===== src/rtl/alu_pkg.sv =====
// Shared ALU types plus the interrupt-handler state and default sizing.
package alu_pkg;

  typedef logic [7:0] data_t;

  typedef enum logic [1:0] {
    IDLE,
    CLEAR,
    WAIT_LOW
  } irq_hdl_state_t;

  localparam int IRQ_FIFO_DEPTH_DEF = 4;
  localparam int IRQ_CLR_CYCLES_DEF = 2;
  localparam int IRQ_TIMEOUT_DEF    = 16;

endpackage


===== src/rtl/alu_evt_fifo.sv =====
// Show-ahead synchronous event FIFO; head reads as zero when empty.
module alu_evt_fifo #(
  parameter int  WIDTH = 8,
  parameter int  DEPTH = 4,
  localparam int AW    = $clog2(DEPTH)
) (
  input  logic             clk,
  input  logic             rst_n,
  input  logic             wr_en,
  input  logic [WIDTH-1:0] wr_data,
  input  logic             rd_en,
  output logic [WIDTH-1:0] rd_data,
  output logic             full,
  output logic [AW:0]      count
);

  logic [WIDTH-1:0] mem [DEPTH];
  logic [AW-1:0]    wr_ptr;
  logic [AW-1:0]    rd_ptr;
  logic             do_rd;
  logic             do_wr;

  assign full    = (count == (AW+1)'(DEPTH));
  assign do_rd   = rd_en && (count != '0);
  // A pop on the same edge frees the slot, so a full write still lands.
  assign do_wr   = wr_en && (!full || do_rd);
  assign rd_data = (count != '0) ? mem[rd_ptr] : '0;

  always_ff @(posedge clk or negedge rst_n) begin
    if (!rst_n) begin
      for (int i = 0; i < DEPTH; i++) mem[i] <= '0;
      wr_ptr <= '0;
      rd_ptr <= '0;
      count  <= '0;
    end else begin
      if (do_wr) begin
        mem[wr_ptr] <= wr_data;
        wr_ptr      <= wr_ptr + 1'b1;
      end
      if (do_rd) rd_ptr <= rd_ptr + 1'b1;
      unique case ({do_wr, do_rd})
        2'b10:   count <= count + 1'b1;
        2'b01:   count <= count - 1'b1;
        default: count <= count;
      endcase
    end
  end

endmodule


===== src/rtl/alu_irq_handler.sv =====
// ALU interrupt responder: capture, acknowledge, wait-low with timeout.
// Optional ALU_IRQ_TIMESTAMP_EN tags each entry with a 16-bit cycle stamp.
module alu_irq_handler
  import alu_pkg::*;
#(
  parameter int  FIFO_DEPTH     = IRQ_FIFO_DEPTH_DEF,
  parameter int  CLR_CYCLES     = IRQ_CLR_CYCLES_DEF,
  parameter int  TIMEOUT_CYCLES = IRQ_TIMEOUT_DEF,
  localparam int CNT_W          = $clog2(FIFO_DEPTH) + 1
) (
  input  logic             clk,
  input  logic             alu_rst,
  input  logic             alu_irq,
  input  logic [7:0]       alu_out,
  output logic             alu_irq_clr,
  input  logic             evt_rd_en,
  output logic [7:0]       evt_data,
  output logic             evt_valid,
  output logic [CNT_W-1:0] evt_count,
  output logic             overflow,
  output logic             timeout_err,
  input  logic             sticky_clr
`ifdef ALU_IRQ_TIMESTAMP_EN
  ,
  output logic [15:0]      evt_timestamp
`endif
);

  localparam int CW = $clog2(CLR_CYCLES + 1);
  localparam int TW = $clog2(TIMEOUT_CYCLES + 1);
  localparam logic [CW-1:0] CLR_INIT = CW'(CLR_CYCLES - 1);
  localparam logic [TW-1:0] TMO_LAST = TW'(TIMEOUT_CYCLES - 1);

`ifdef ALU_IRQ_TIMESTAMP_EN
  localparam int EW = 24;
`else
  localparam int EW = 8;
`endif

  irq_hdl_state_t state, state_n;
  logic [CW-1:0]  clr_cnt, clr_cnt_n;
  logic [TW-1:0]  wait_cnt, wait_cnt_n;
  logic           capture;
  logic           ovf_set;
  logic           tmo_set;
  logic           clr_n;
  logic           fifo_full;
  logic [EW-1:0]  wr_entry;
  logic [EW-1:0]  rd_entry;
  data_t          cap_data;

  assign cap_data = alu_out;

  always_ff @(posedge clk or negedge alu_rst) begin
    if (!alu_rst) begin
      state    <= IDLE;
      clr_cnt  <= '0;
      wait_cnt <= '0;
    end else begin
      state    <= state_n;
      clr_cnt  <= clr_cnt_n;
      wait_cnt <= wait_cnt_n;
    end
  end

  always_comb begin
    state_n    = state;
    clr_cnt_n  = clr_cnt;
    wait_cnt_n = wait_cnt;
    unique case (state)
      IDLE: begin
        if (alu_irq) begin
          state_n   = CLEAR;
          clr_cnt_n = CLR_INIT;
        end
      end
      CLEAR: begin
        if (clr_cnt == '0) begin
          state_n    = WAIT_LOW;
          wait_cnt_n = '0;
        end else begin
          clr_cnt_n = clr_cnt - 1'b1;
        end
      end
      WAIT_LOW: begin
        if (!alu_irq) begin
          state_n = IDLE;
        end else if (wait_cnt == TMO_LAST) begin
          state_n   = CLEAR;
          clr_cnt_n = CLR_INIT;
        end else begin
          wait_cnt_n = wait_cnt + 1'b1;
        end
      end
      default: state_n = IDLE;
    endcase
  end

  always_comb begin
    capture = (state == IDLE) && alu_irq;
    ovf_set = capture && fifo_full && !(evt_rd_en && evt_valid);
    tmo_set = (state == WAIT_LOW) && alu_irq && (wait_cnt == TMO_LAST);
    clr_n   = (state_n == CLEAR);
  end

  // Set beats a coincident sticky_clr.
  always_ff @(posedge clk or negedge alu_rst) begin
    if (!alu_rst) begin
      alu_irq_clr <= 1'b0;
      overflow    <= 1'b0;
      timeout_err <= 1'b0;
    end else begin
      alu_irq_clr <= clr_n;
      if (ovf_set)         overflow <= 1'b1;
      else if (sticky_clr) overflow <= 1'b0;
      if (tmo_set)         timeout_err <= 1'b1;
      else if (sticky_clr) timeout_err <= 1'b0;
    end
  end

`ifdef ALU_IRQ_TIMESTAMP_EN
  logic [15:0] ts;

  always_ff @(posedge clk or negedge alu_rst) begin
    if (!alu_rst) ts <= '0;
    else          ts <= ts + 1'b1;
  end

  assign wr_entry      = {ts, cap_data};
  assign evt_timestamp = rd_entry[23:8];
`else
  assign wr_entry = cap_data;
`endif

  assign evt_data  = rd_entry[7:0];
  assign evt_valid = (evt_count != '0);

  alu_evt_fifo #(
    .WIDTH (EW),
    .DEPTH (FIFO_DEPTH)
  ) u_fifo (
    .clk     (clk),
    .rst_n   (alu_rst),
    .wr_en   (capture),
    .wr_data (wr_entry),
    .rd_en   (evt_rd_en),
    .rd_data (rd_entry),
    .full    (fifo_full),
    .count   (evt_count)
  );

endmodule


===== config.mk =====
export PLATFORM = sky130hd
export DESIGN_NAME = alu_irq_handler
export DESIGN_NICKNAME = d
export VERILOG_FILES = /design/src/rtl/alu_pkg.sv /design/src/rtl/alu_evt_fifo.sv /design/src/rtl/alu_irq_handler.sv
export SDC_FILE = /design/constraint.sdc
export NUM_CORES = 1
export LEC_CHECK = 0
export CORE_AREA = 3 3 95 52
export DETAILED_ROUTE_END_ITERATION = 7
export DIE_AREA = 0 0 98 55
export GPL_TIMING_DRIVEN = 0
export PLACE_DENSITY = 0.82
export RECOVER_POWER = 50
export SYNTH_ARGS = -nofsm -noshare
export SYNTH_HDL_FRONTEND = slang
export SYNTH_SLANG_ARGS = --single-unit

===== constraint.sdc =====
create_clock -name clk -period 4.1 [get_ports clk]
set_input_delay 0.82 -clock clk [delete_from_list [all_inputs] [get_ports clk]]
set_output_delay 0.82 -clock clk [all_outputs]
set_load 0.1 [all_outputs]

[Word-level counts from Yosys, hierarchy flattened]
Cells that the tools add are included.
Operators by class
  $lt $le $gt $ge: 3
  bitwise logic cells: 2
  add/subtract/negate cells: 6
  reduce and logical (&&, ||, !) cells: 21
  equality and inequality tests: 13
  muxes and demuxes: 25
Operator list (number)
  bitwise mux 32 bit: 1
  2-to-1 mux 8 bit: 4
  binary-select mux 8 bit (select 2 bit): 1
  demux 8 bit (select 2 bit): 1
  2-to-1 mux 2 bit: 8
  2-to-1 mux 5 bit: 3
  != test 2 bit (second input constant): 6
  one-hot mux 2 bit (3 select lines): 2
  one-hot mux 5 bit (2 select lines): 1
  logical AND 1 bit: 8
  nonzero test 2 bit: 4
  equality test 2 x 1 -> 1 bit (second input constant): 3
  greater-or-equal comparator 3 bit (second input constant): 2
  inverter 2 -> 3 bit: 2
  one-hot mux 3 bit (2 select lines): 1
  nonzero test 3 bit: 2
  adder 5 x 1 -> 5 bit (second input constant): 1
  equality test 5 x 4 -> 1 bit (second input constant): 1
  AND reduction 5 bit: 1
  adder 2 x 1 -> 2 bit (second input constant): 2
  equality test 2 bit (second input constant): 2
  zero test 2 bit: 2
  AND reduction 4 bit: 1
  adder 3 x 1 -> 3 bit (second input constant): 1
  other kinds (7): 10
Storage, ports and cells
  bits in registers: 51
  output and inout bits: 15

[Depth between registers and ports, before layout]
  depth after elaboration: 6
  gate-level depth with buffers: 9
  mapped depth without buffers: 8

[By module]
A second synthesis with hierarchy kept.
Second synthesis, totals
  cells, all modules: 193
  area total of the unflattened synthesis: 2513.7 sq um
Modules (own cells, without submodules)
  alu_evt_fifo: seq. area each 975.9 sq um, area each 1926.8 sq um, instances 1, cells each 138
  alu_irq_handler: seq. area each 300.3 sq um, area each 586.8 sq um, instances 1, cells each 55

[Worst setup path before layout]
OpenSTA, ideal clock, no wires.
  path type: register to output
  from: reg u_fifo.count[0]
  to: out evt_data[0]
  arrival: 3030 ps
  setup slack: 250 ps
  stages on the path, launching flop included: 4
  path buffers: 1
  cell sequence: dfrtp_1 -> or3_1 -> clkbuf_1 -> and2_1
Between the ends
  word-level cells in the longest chain between the ends: 2
RTL lines
  start: declaration: RTL line alu_evt_fifo.sv:14  | output logic [AW:0] count
  start signal: assignment: RTL line alu_evt_fifo.sv:42  | 2'b10: count <= count + 1'b1;
  start signal: assignment: RTL line alu_evt_fifo.sv:43  | 2'b01: count <= count - 1'b1;
  start signal: assignment: RTL line alu_evt_fifo.sv:44  | default: count <= count;
  nonzero test 3 bit
  named net evt_valid: RTL line alu_irq_handler.sv:18  | output logic evt_valid,
  2-to-1 mux 8 bit: RTL line alu_evt_fifo.sv:27  | assign rd_data = (count != '0) ? mem[rd_ptr] : '0;
  end: declaration: RTL line alu_irq_handler.sv:17  | output logic [7:0] evt_data,
The timed path passes the listed nets, and every way through them passes these cells.

[Worst setup path after layout]
  from: reg u_fifo.rd_ptr[1]
  to: out evt_data[6]
Between the ends
  word-level cells in the longest chain between the ends: 5
RTL lines
  start: declaration: RTL line alu_evt_fifo.sv:19  | logic [AW-1:0] rd_ptr;
  start signal: assignment: RTL line alu_evt_fifo.sv:40  | if (do_rd) rd_ptr <= rd_ptr + 1'b1;
  inverter 2 -> 3 bit (not written as such): RTL line alu_evt_fifo.sv:27
  binary-select mux 8 bit (select 2 bit): RTL line alu_evt_fifo.sv:27
  2-to-1 mux 8 bit (not written as such) (2 in a row): RTL line alu_evt_fifo.sv:27
  2-to-1 mux 8 bit: RTL line alu_evt_fifo.sv:27
No other way between the ends. The select of a mux whose other input is x is not followed.

==> flow_metrics.env <==
export IMPL_tightest_slew_ns=1.51
export IMPL_cts_sinks=51
export IMPL_insertion_delay_ns=0.30
export IMPL_synth_area_sq_um=2460
export IMPL_crit_type="reg2out"
export IMPL_path_clk_slew_ns=0.08
export IMPL_wl_met1_microns=2260
export IMPL_drt_iter0_markers=52
export IMPL_layout_nets=236
export IMPL_met3_length_microns=160
export IMPL_hold_viol=0
export IMPL_antenna_cells=0
export IMPL_numCtsBuffers=5
export IMPL_cts_setup_buffers=0
export IMPL_yosysTopAreaCell="dfrtp_1"
export IMPL_grt_overflow_total=0
export IMPL_drcViolationCount=0
export IMPL_cp_end_kind="primary output"
export IMPL_rsz0062_at_grt="false"
export IMPL_firstDrtPassIters=4
export IMPL_drive_above_1_share_pct=27.1
export IMPL_clk_path_buf_depth=2
export IMPL_synth_edff_count=0
export IMPL_cts_root_buffer="clkbuf_8"
export IMPL_core_sq_um=4230
export IMPL_cts_tree="yes"
export IMPL_finClkSkew_ns=0.00951
export IMPL_max_slew_margin_pct=-0.683
export IMPL_ant_nets=0
export IMPL_num_rows=17
export IMPL_grt_pass1_wl_microns=7960
export IMPL_fin_setup_tns_ns=0
export IMPL_initial_core_util_pct=58.2
export IMPL_cp_top_family="buffers and inverters"
export IMPL_grtUsageTotal_pct=19.4
export IMPL_via_count=1524
export IMPL_yosys_cell_types_count=37
export IMPL_finalCritPeriodShare_pct=85.1
export IMPL_antenna_found_initial=0
export IMPL_ys_top_cells_by_count="51 x dfrtp_1, 32 x mux2_2, 12 x inv_1, 10 x and2_1"
export IMPL_ios=28
export IMPL_place_gp_congestion=0.791
export IMPL_synth_cells=179
export IMPL_cts_htree_levels=2
export IMPL_post_cts_resized=0
export IMPL_ys_dominant_reg_cell="dfrtp_1"
export IMPL_avgViaCountPerCell=5.62
export IMPL_route_met2_wl_microns=2340
export IMPL_fp_dieH_microns=55
export IMPL_fin_crit_ns=3.49
export IMPL_cp_slowest_cell="clkdlybuf4s50_1"
export IMPL_crit_fanout=9
export IMPL_yosysWarnings=0
export IMPL_final_max_slew_viol_count=29
export IMPL_synthTopCellsByArea="dfrtp_1 52%, mux2_2 15%, mux4_2 7.3%"
export IMPL_io_buffers=27
export IMPL_setup_violations=0
export IMPL_grt_pass1_vias=1617
export IMPL_crit_chain="clkbuf_1 -> mux4_2 -> and2_1 -> clkdlybuf4s50_1"
export IMPL_synth_async_reset_ratio_pct=100
export IMPL_hold_class="reg2reg"
export IMPL_grt_max_degree=29
export IMPL_die_area_sq_um=5390
export IMPL_max_freq_mhz=287
export IMPL_avgSynthCellArea_sq_um=13.8
export IMPL_ys_ff_latch=51
export IMPL_layout_area_overhead_vs_synth_pct=17.3
export IMPL_violations="capacitance limit, slew limit"
export IMPL_synth_nets=201
export IMPL_post_drt_wl_per_cell_microns=17.8
export IMPL_final_core_util_pct=68.3
export IMPL_status="finished, violations left"
export IMPL_start_kind="register"
export IMPL_yosysSeqAreaShare_pct=51.8
export IMPL_crit_arrival_ns=2.67
export IMPL_cp_num_buf_inv=2
export IMPL_dp_final_hpwl_microns=3640
export IMPL_slowest_delay_ns=1.13
export IMPL_top_layer_used="met4"
export IMPL_synth_most_common_cell="dfrtp_1"
export IMPL_finalWirelength_microns=4820
export IMPL_fillers=300
export IMPL_maxCapViolations=1
export IMPL_die_x_microns=98
export IMPL_synth_top_area_share_pct=51.8
export IMPL_hold_buffers=0
export IMPL_critPathRequiredTime_ns=3.28
[flip-flops by register name, indices dropped and copies added, names as in the netlist]
signal         count
alu_irq_clr        1
u_fifo.mem        32
clr_cnt            2
u_fifo.wr_ptr      2
wait_cnt           5
u_fifo.count       3
state              2
u_fifo.rd_ptr      2
overflow           1
timeout_err        1
[cell usage in the layout (no fill, tap or decap), drive strengths merged, types with 3 or more instances in the layout]
cell type | synthesis | routed
mux4 | 8 | 8
buf | 4 | 4
nand3 | 7 | 7
mux2 | 33 | 33
mux2i | 3 | 3
nand2 | 7 | 7
nand2b | 3 | 3
xor2 | 3 | 3
clkbuf | 2 | 10
ha | 8 | 8
xnor2 | 3 | 3
dfrtp | 51 | 51
and2 | 10 | 10
inv | 12 | 12
clkdlybuf4s50 | 0 | 25
[cells by family after synthesis]
logic type	synth area share, %
buf+inv	3.30
fa+ha+maj	4.87
flops	51.8
simple gates	11.7
mux	23.6
xor+xnor	2.13
compound gates	2.64
[worst register-to-register path, cell delays in order, from the launching register on]
cell	delay (ns)
dfrtp_1	0.42
or4b_1	0.53
buf_4	0.19
nand2_1	0.17
ha_1	0.24
inv_1	0.07
fa_1	0.38
xor2_1	0.16
nor2_1	0.12
xor2_1	0.14
[through the flow]
stage	worst slack (ns)	area [sq um]	hold slack (ns)	instances
final	0.610	2890	0.481	271
after global routing	0.502	2890	0.524	271
after CTS	0.603	2910	0.480	271
after detailed placement	0.791	2820	0.469	264
after global placement	0.894	2810	0.458	263
after floorplan	0.250	2460	0.437	179
[layout make-up]
| class | count | area [sq um] | area share, % |
|---|---|---|---|
| inverters | 12 | 45.0 | 1.56 |
| well taps | 57 | 71.3 | 2.47 |
| multi-input cells | 110 | 1110 | 38.3 |
| clock buffers | 6 | 82.6 | 2.86 |
| repair buffers | 28 | 268 | 9.26 |
| plain buffers | 6 | 36.3 | 1.25 |
| clock inverters | 1 | 5.00 | 0.173 |
| flip-flops and latches | 51 | 1280 | 44.1 |
[final timing paths]
check                                  from         endpoint  slack [ns]  cells after the start
hold reg to reg                 wait_cnt[3]      wait_cnt[3]        0.48                      1
max in group asynchronous           alu_rst         state[0]        1.36                      2
min in group asynchronous           alu_rst   u_fifo.mem[26]        0.76                      1
setup / recovery           u_fifo.rd_ptr[1]      evt_data[6]        0.61                      4
setup reg to reg            u_fifo.count[1]  u_fifo.count[2]        1.60                      9
hold / removal                  wait_cnt[3]      wait_cnt[3]        0.48                      1
[per-layer routing]
| metal | global-route usage, % | vias up |
|---|---|---|
| li1 | - | 700 |
| met1 | 25.2 | 788 |
| met2 | 33.2 | 28 |
| met3 | 4.63 | 8 |
| met4 | 6.44 | 0 |
| met5 | 0 | - |
Power is left out: the tool's default activity adds up to more than one toggle a clock period on the data nets, which glitch-free logic cannot reach.
==> RTL change: new RTL, same flow settings <==
Build with the macro `ALU_IRQ_TIMESTAMP_EN` defined.
--- a/src/rtl/alu_irq_handler.sv
+++ b/src/rtl/alu_irq_handler.sv
@@ -1,4 +1,6 @@
 // ALU interrupt responder: capture, acknowledge, wait-low with timeout.
 // Optional ALU_IRQ_TIMESTAMP_EN tags each entry with a 16-bit cycle stamp.
+`define ALU_IRQ_TIMESTAMP_EN
+
 module alu_irq_handler
   import alu_pkg::*;
Check against the original RTL (old outputs only; new: evt_timestamp): same outputs for any inputs over 10 cycles, from zero or initial values and one cycle with alu_rst low; that may be too few to reach the edited logic, so the function may still have changed.
==> RTL change against the unedited design <==
Area after synthesis grew 150%; the flow now stops in global placement without I/O.
==> RTL change: results (changes against the unedited design) <==
| Metric | Value |
|---|---|
| Status | aborted with a tool error |
| Last stage | global placement without I/O |
| Tool Error | [ERROR GPL-0301] Utilization 156.463 % exceeds 100%. |
| Synth cell types | 43 (+16%) |
| Commonest cells in the synthesized netlist | dfrtp_1, mux2_2, and2_1, mux4_2, inv_1 |
| Cells taking the most area after synthesis | dfrtp_1, mux2_2, mux4_2 |
| FF+latch count, synth | 131 (+160%) |
| Syn Std Cell Area | 0.00607 mm^2 (+150%) |
| Net count after synthesis | 436 (+120%) |
| Async set or reset register ratio after synthesis | 1.00 (unchanged) |
| Mean Syn Cell Area | 14.7 um^2 (+6.7%) |
| YS warnings | 0 (unchanged) |
| Sequential share of the synthesized area | 0.540 (+0.0227) |
| Ys flop type | dfrtp_1 |
RTL change: kinds of logic after synthesis:
| kind of cell | share of synthesized area |
|---|---|
| flip-flops | 0.540 |
| multiplexers | 0.272 |
| AND/OR/NAND/NOR | 0.0846 |
| buffers and inverters | 0.0377 |
| XOR/XNOR | 0.0289 |
| AO/OA/AOI/OAI | 0.0140 |
| adder cells (fa/ha/maj) | 0.0219 |
